$ cat src/rtl/mul_share_arbiter.sv
// Round-robin arbiter that time-shares one FP multiplier among NUM_REQ requesters.
// Operands are buffered per requester; one multiplication is outstanding at a time.
module mul_share_arbiter #(
    parameter int NUM_REQ = 3,
    parameter int TIMEOUT = 64
) (
    input  logic                    sys_clk,
    input  logic                    sys_rst_n,
    input  logic [NUM_REQ-1:0]      req_trig,
    input  logic [32*NUM_REQ-1:0]   req_data1,
    input  logic [32*NUM_REQ-1:0]   req_data2,
    output logic [31:0]             req_result,
    output logic [NUM_REQ-1:0]      req_vld,
    output logic [NUM_REQ-1:0]      req_err,
    output logic                    busy,
    output logic [31:0]             mul_data1_out,
    output logic [31:0]             mul_data2_out,
    output logic                    mul_trig_out,
    input  logic [31:0]             mul_result_in,
    input  logic                    mul_result_vld
);

    localparam int IW = (NUM_REQ > 1) ? $clog2(NUM_REQ) : 1;

    typedef enum logic {IDLE, WAIT} state_t;

    state_t               stateQ, stateD;
    logic [NUM_REQ-1:0]   pendingQ, pendingD;
    logic [31:0]          opAQ [NUM_REQ];
    logic [31:0]          opAD [NUM_REQ];
    logic [31:0]          opBQ [NUM_REQ];
    logic [31:0]          opBD [NUM_REQ];
    logic [IW-1:0]        lastQ, lastD;
    logic [IW-1:0]        grantQ, grantD;
    logic [31:0]          cntQ, cntD;
    logic [31:0]          resultQ, resultD;
    logic [NUM_REQ-1:0]   vldQ, vldD;
    logic [NUM_REQ-1:0]   errQ, errD;
    logic [31:0]          mulAQ, mulAD;
    logic [31:0]          mulBQ, mulBD;
    logic                 mulTrigQ, mulTrigD;

    logic                 pickValid;
    logic [IW-1:0]        pickIdx;
    logic [IW-1:0]        cand;
    logic [NUM_REQ-1:0]   clrMask;

    // Search pending requesters starting just after the last grant.
    always_comb begin
        pickValid = 1'b0;
        pickIdx   = lastQ;
        cand      = lastQ;
        for (int k = 1; k <= NUM_REQ; k++) begin
            cand = IW'((int'(lastQ) + k) % NUM_REQ);
            if (!pickValid && pendingQ[cand]) begin
                pickValid = 1'b1;
                pickIdx   = cand;
            end
        end
    end

    always_comb begin
        stateD   = stateQ;
        lastD    = lastQ;
        grantD   = grantQ;
        cntD     = cntQ;
        resultD  = resultQ;
        vldD     = '0;
        errD     = '0;
        mulAD    = mulAQ;
        mulBD    = mulBQ;
        mulTrigD = 1'b0;
        clrMask  = '0;
        opAD     = opAQ;
        opBD     = opBQ;

        case (stateQ)
            IDLE: begin
                if (pickValid) begin
                    grantD   = pickIdx;
                    lastD    = pickIdx;
                    mulAD    = opAQ[pickIdx];
                    mulBD    = opBQ[pickIdx];
                    mulTrigD = 1'b1;
                    cntD     = '0;
                    stateD   = WAIT;
                end
            end
            WAIT: begin
                if (mul_result_vld) begin
                    resultD          = mul_result_in;
                    vldD[grantQ]     = 1'b1;
                    clrMask[grantQ]  = 1'b1;
                    stateD           = IDLE;
                end else if ((TIMEOUT != 0) && (cntQ == 32'(TIMEOUT - 1))) begin
                    resultD          = 32'h7FC0_0000;
                    errD[grantQ]     = 1'b1;
                    clrMask[grantQ]  = 1'b1;
                    stateD           = IDLE;
                end else if (!mulTrigQ) begin
                    // The issue cycle itself does not consume watchdog budget.
                    cntD = cntQ + 32'd1;
                end
            end
            default: stateD = IDLE;
        endcase

        // A trigger landing on the clearing cycle is accepted (set wins).
        pendingD = pendingQ & ~clrMask;
        for (int i = 0; i < NUM_REQ; i++) begin
            if (req_trig[i] && (!pendingQ[i] || clrMask[i])) begin
                pendingD[i] = 1'b1;
                opAD[i]     = req_data1[32*i +: 32];
                opBD[i]     = req_data2[32*i +: 32];
            end
        end
    end

    always_ff @(posedge sys_clk or negedge sys_rst_n) begin
        if (!sys_rst_n) begin
            stateQ   <= IDLE;
            pendingQ <= '0;
            lastQ    <= IW'(NUM_REQ - 1);
            grantQ   <= '0;
            cntQ     <= '0;
            resultQ  <= '0;
            vldQ     <= '0;
            errQ     <= '0;
            mulAQ    <= '0;
            mulBQ    <= '0;
            mulTrigQ <= 1'b0;
            for (int i = 0; i < NUM_REQ; i++) begin
                opAQ[i] <= '0;
                opBQ[i] <= '0;
            end
        end else begin
            stateQ   <= stateD;
            pendingQ <= pendingD;
            lastQ    <= lastD;
            grantQ   <= grantD;
            cntQ     <= cntD;
            resultQ  <= resultD;
            vldQ     <= vldD;
            errQ     <= errD;
            mulAQ    <= mulAD;
            mulBQ    <= mulBD;
            mulTrigQ <= mulTrigD;
            for (int i = 0; i < NUM_REQ; i++) begin
                opAQ[i] <= opAD[i];
                opBQ[i] <= opBD[i];
            end
        end
    end

    assign req_result    = resultQ;
    assign req_vld       = vldQ;
    assign req_err       = errQ;
    assign busy          = (stateQ == WAIT);
    assign mul_data1_out = mulAQ;
    assign mul_data2_out = mulBQ;
    assign mul_trig_out  = mulTrigQ;

endmodule

$ cat config.mk
export PLATFORM = sky130hd
export DESIGN_NAME = mul_share_arbiter
export DESIGN_NICKNAME = d
export VERILOG_FILES = /design/src/rtl/mul_share_arbiter.sv
export SDC_FILE = /design/constraint.sdc
export NUM_CORES = 1
export LEC_CHECK = 0
export CAP_MARGIN = 20
export CORE_MARGIN = 2
export CORE_UTILIZATION = 50
export DETAILED_ROUTE_END_ITERATION = 10
export PLACE_DENSITY = 0.87
export SYNTH_ARGS = -nofsm -noshare
export SYNTH_HDL_FRONTEND = slang
export SYNTH_SLANG_ARGS = --single-unit
$ cat constraint.sdc
create_clock -name sys_clk -period 3.65 [get_ports sys_clk]
set_input_delay 0.73 -clock sys_clk [delete_from_list [all_inputs] [get_ports sys_clk]]
set_output_delay 0.73 -clock sys_clk [all_outputs]
set_load 0.01 [all_outputs]
Word-level counts from Yosys, hierarchy flattened --
Cells that the tools add are included. Widths: inputs -> output; s select.
Storage, ports and cells: input port bits 230, register bits after elaboration 335, logic and storage cells 99
Operators by class: eq/ne operators 5, reduce and logical (&&, ||, !) cells 18, multiplexer cells 42, div/mod/pow operators 3, bitwise logic cells 4, add/subtract/negate cells 4, $lt $le $gt $ge 6
Operator list (count):
- $mux 32 | 10
- $bmux 32 s2 | 2
- $mod 32x3->32 const B | 3
- $pmux 32 s2 | 1
- $add 32x1->32 const B | 1
- $eq 32x6->1 const B | 1
- $mux 3 | 7
- $mux 1 | 14
- $lt 2x3->1 const B | 4
- $ne 2x2->1 const B | 4
- $add 2x2->3 const B | 2
- $bmux 1 s2 | 3
- $logic_and 1x1->1 | 6
- $mux 2 | 3
- $logic_not 1->1 | 5
- $reduce_and 2->1 | 2
- $reduce_and 4->1 | 1
- $add 2x1->3 const B | 1
- $and 3x3->3 | 1
- $ge 3x3->1 const B | 1
- $logic_or 1x1->1 | 3
- $not 2->3 | 1
- $not 3->3 | 1
- $demux 1 s2 | 1
- 4 further kinds | 4

Longest topological paths before layout --
Gate-level depths: netlist (run 1).
word-level depth 15, mapped depth 12, depth with buffers taken out 9

Worst setup path before layout (run 1) --
Ideal clock, no wire load.
path type register to register, from register lastQ[1], to register cntQ[28], stages on the path, launching flop included 13, data required time 3.514 ns, data arrival time 2.481 ns, buffers on the path 3, path slack 1.033 ns, path through dfstp_2 -> inv_1 -> ha_1 -> buf_2 -> nand2b_1 -> o211a_1 -> a31o_1 -> buf_2 -> inv_2 -> buf_2 -> nor2_1 -> o41ai_1 -> a21oi_1
Between the ends: word-level cells in the longest chain between the ends 13, elaborated cells on any way between the ends 21, classes of those cells 3 x add/sub; 3 x div; 1 x eq/ne; 9 x mux; 5 x reduce/logical
Ends and longest elaborated chain:
- start, declared | line 33 | logic [IW-1:0] lastQ, lastD;
- start signal, assigned | line 123 | lastQ <= IW'(NUM_REQ - 1);
- start signal, assigned | line 139 | lastQ <= lastD;
- $add 2x1->3 | line 54 | cand = IW'((int'(lastQ) + k) % NUM_REQ);
- $mod 32x3->32 | line 54
- $bmux 1 s2 | line 55 | if (!pickValid && pendingQ[cand]) begin
- $mux 1 (not written as such) | line 55
- $mux 1 | line 55
- $logic_not 1->1 | line 55
- $logic_and 1x1->1 | line 55
- $mux 1 | line 55
- $logic_not 1->1 | line 55
- $logic_and 1x1->1 | line 55
- $mux 1 * | line 55
- $ne 2x2->1 (no source line) *
- $reduce_and 4->1 (no source line) *
- end signal, assigned | line 141 | cntQ <= cntD;
- end, declared | line 35 | logic [31:0] cntQ, cntD;
Mark *: on every way between the ends. The rest lies on a longest branch, timed or not. The select of a mux whose other input is x is not followed. A chain may end at the register's enable or synchronous reset.

Worst setup path after layout (run 1) --
from register lastQ[1], to register mulBQ[16], in the netlist mul_data2_out[16]
Between the ends: word-level cells in the longest chain between the ends 15, elaborated cells on any way between the ends 27, classes of those cells 3 x add/sub; 3 x div; 15 x mux; 1 x bitwise; 5 x reduce/logical
Ends and longest elaborated chain:
- $add 2x1->3 | line 54
- $mod 32x3->32 | line 54
- $bmux 1 s2 | line 55
- $mux 1 (not written as such) | line 55
- $mux 1 | line 55
- $logic_not 1->1 | line 55
- $logic_and 1x1->1 | line 55
- $mux 1 | line 55
- $logic_not 1->1 | line 55
- $logic_and 1x1->1 | line 55
- $mux 2 | line 55
- $not 2->3 (not written as such) | line 83 | mulBD = opBQ[pickIdx];
- $bmux 32 s2 | line 83
- $mux 32 (not written as such) (2 in a row) | line 83
- end signal, assigned | line 146 | mulBQ <= mulBD;
- end, declared | line 40 | logic [31:0] mulBQ, mulBD;
Parallel ways exist; a longest one is shown, timed or not. The select of a mux whose other input is x is not followed.

==> results.py, run 1 <==
metrics = {
    "synth": {
        "synth_area_leader_cell": "dfrtp_1",
        "synth_top_area_frac": 0.583,
        "ys_warn_count": 0,
        "synthFlopType": "dfrtp_1",
        "synthTopCellsByCount": "dfrtp_1, mux2_4, mux2_2",
        "ys_ff_latch": 334,
        "synth_cells": 1037,
        "synthArstFlopShare": 1.00,
        "synth_area_leaders": "dfrtp_1, mux2_4, mux2_2, mux2i_1, a22oi_1",
        "ys_seq_area_frac": 0.584,
        "synth_edf_count": 0,
        "yosys.cell_types.count": 59,
        "synth_most_common_cell": "dfrtp_1",
        "syn_nets": 1272,
        "syn_avg_cell_area_um2": 13.8,
        "synth_area_mm2": 0.0143,
    },
    "floorplan": {
        "coreArea_mm2": 0.0280,
        "rows": 61,
        "die-area_mm2": 0.0300,
        "die_height_um": 173,
        "top_level_ports": 334,
        "start_util": 0.511,
        "die_w_um": 173,
    },
    "sta": {
        "fin_tns_setup_ps": 0,
        "rsz0062_at_grt": "no",
        "finalMaxSlewViolations": 0,
        "worst_pin_slew_ps": 877,
        "finalCritPeriodShare": 0.858,
        "hold_violations": 0,
        "setup_violations": 0,
        "finalClockSkew_ps": 21.1,
        "hold_slack_ps": 315,
        "slew_headroom": 0.416,
        "max_clock_freq_mhz": 319,
        "period_minus_slack_ps": 3130,
        "timing.final.ws_setup_ps": 517,
    },
    "power_and_ir_drop": {
        "swShare": 0.351,
        "p_comb_frac": 0.441,
        "ir_worst_vdd_uv": 506,
        "finalPower_mw": 18.2,
        "power_density_mw_per_mm2": 948,
        "power.internal_mw": 11.8,
        "seqPwrFrac": 0.355,
        "p_clk_frac": 0.204,
        "p_leak_nw": 8.48,
        "p_sw_mw": 6.40,
    },
    "routing": {
        "wirelength_mm": 38.0,
        "drtIter0Drc": 641,
        "drt.antenna.violating_nets": 0,
        "first_pass_iters": 5,
        "wl_per_cell_um": 21.4,
        "num_vias": 9983,
        "drc": 0,
        "viasPerCell": 5.62,
    },
    "placed_design": {
        "routabilityCongestion": 0.841,
        "place_ws_ps": 557,
        "numPortBuffers": 333,
        "place_area_mm2": 0.0180,
        "hpwlAfterDp_mm": 26.1,
        "place_inst": 1710,
    },
    "global_routing": {
        "grt_max_degree": 113,
        "antenna_found_initial": 2,
        "grt_pass1_vias": 10900,
        "grtUsageTotal": 0.256,
        "grt.overflow.total": 0,
        "grt_first_pass_wirelength_mm": 60.7,
    },
    "finish": {
        "num-fill-cells": 1924,
        "fin_area_mm2": 0.0192,
        "drive_gt1_frac": 0.178,
        "final_util": 0.687,
        "layout.cells.non_filler": 1775,
        "syn2layout_area_growth_pct": 34.5,
        "fin_nets": 1606,
    },
    "critical_path": {
        "r2r_cells": 9,
        "crit_chain": "inv_1 > ha_1 > mux2_2 > a21oi_1 > a31o_4 > inv_2 > nand3_2 > buf_4 > o21ai_0",
        "crit_fanout": 32,
        "end_kind": "flip-flop",
        "crit_type": "flip-flop to flip-flop",
        "cp_slowest_cell": "dfstp_2",
        "rrSetupSlack_ps": 520,
        "cp.required_ps": 4010,
        "worstReg2RegStart": "lastQ[1]",
        "worstReg2RegEnd": "mul_data2_out[16]",
        "cp_slowest_stage_delay_ps": 550,
        "worst_ep_arrival_time_ps": 3490,
        "worstSetupStartpointType": "flip-flop",
        "crit_path_start": "lastQ[1]",
    },
    "worst_hold_path": {
        "min-delay-path-class": "input port to async pin",
    },
    "cts": {
        "clockRootBuffer": "clkbuf_16",
        "clockBufferDepth": 3,
        "hold_buffers": 0,
        "clock_latency_ps": 520,
        "post_cts_resized": 0,
        "path_clk_slew_ps": 60,
        "cts_setup_buffers": 0,
        "tritoncts": "built",
        "htreeDepth": 2,
        "cts_buffers": 37,
        "cts.sinks": 334,
    },
    "outcome": {
        "run_status": "finished clean",
    },
    "run": {
        "cap_violations": 0,
    },
}
## power groups by stage
| stage | clock, mW | sequential, mW | combinational [mW] |
|---|---|---|---|
| 3_5_place_dp | 0 | 6.49 | 8.02 |
| 5_1_grt | 3.95 | 6.64 | 8.65 |
| 6_report | 3.72 | 6.48 | 8.04 |
| 3_3_place_gp | 0 | 6.39 | 7.72 |
| 4_1_cts | 3.77 | 6.46 | 8.11 |
| 2_1_floorplan | 0 | 6.40 | 5.00 |
## per-layer routing
layer,up-vias,wire length (µm),track usage
li1,4448,-,-
met1,5043,14800,0.306
met2,402,19100,0.446
met3,88,2770,0.0624
met4,2,1400,0.0982
met5,-,13,0
## state kept, by name (all words and copies together), names as in the netlist
name / count
opBQ: 96
req_err: 3
busy: 1
cntQ: 32
req_vld: 3
req_result: 32
pendingQ: 3
grantQ: 1
lastQ: 2
mul_trig_out: 1
mul_data1_out: 32
mul_data2_out: 32
opAQ: 96
## worst max-delay path by stage
stage	cells past startpoint	slack, ps	to
floorplan	12	1030	cntQ[28]
finish	9	520	mul_data2_out[16]
global placement	9	700	cntQ[28]
CTS	9	520	mul_data2_out[16]
detailed placement	9	560	mul_data1_out[29]
global route	9	320	mul_data1_out[17]
## critical path, delay by kind of cell (launching register included)
kind,cells,cell delay [ps]
AOI/OAI and AO/OA,3,980
buffers and inverters,3,740
DFF,1,550
muxes,1,320
adders and majority gates,1,240
and+or+nand+nor,1,130
## area by class of cell
cell class,instances,area (µm²),area share
flip-flops and latches,334,8360,0.435
multi-input cells,629,5570,0.289
repair buffers,361,3590,0.186
clock buffers,53,1080,0.0561
well taps,378,473,0.0246
clock inverters,11,139,0.00722
inverters,8,30.0,0.00156
diodes,1,2.50,0.000130
## layout by cell type (no fill, tap or decap), types with 3 or more instances in the layout
cell type / count
dfrtp_1: 333
clkdlybuf4s50_1: 332
mux2_4: 78
mux2_2: 73
mux2i_1: 64
a22oi_1: 64
o21ai_0: 62
mux2_1: 42
nor2_1: 41
clkbuf_16: 39
buf_4: 25
a22o_1: 23
nand2_1: 19
xor2_1: 15
nand4_1: 14
nand3_1: 12
xnor2_1: 12
o21ai_1: 10
o22a_1: 9
clkbuf_1: 9
and3_1: 8
nor3_1: 8
a21oi_1: 8
nand2b_1: 7
nor4_1: 7
inv_1: 7
ha_1: 5
clkinv_2: 5
clkbuf_8: 5
and2_1: 4
nand3b_1: 4
o211ai_1: 4
bufinv_16: 3
buf_12: 3
## cells by family (layout without fill, tap and decap cells)
group / count (synthesis) / after routing / synth area share
xor gates and xnor gates: 27 / 27 / 0.0165
AOI/OAI and AO/OA: 203 / 203 / 0.0995
adders and majority gates: 5 / 5 / 0.00437
and+or+nand+nor: 137 / 137 / 0.0497
DFF: 334 / 334 / 0.584
other: 0 / 1 / 0
buffers and inverters: 74 / 433 / 0.0283
muxes: 257 / 257 / 0.217
No activity file was read; power rests on OpenSTA's default activity.
==> inputs of run 2 (changes only) <==
- GPL_TIMING_DRIVEN: unset -> 1
==> results of run 2 <==
No change in the layout: final DEF, timing and power equal those of run 1.
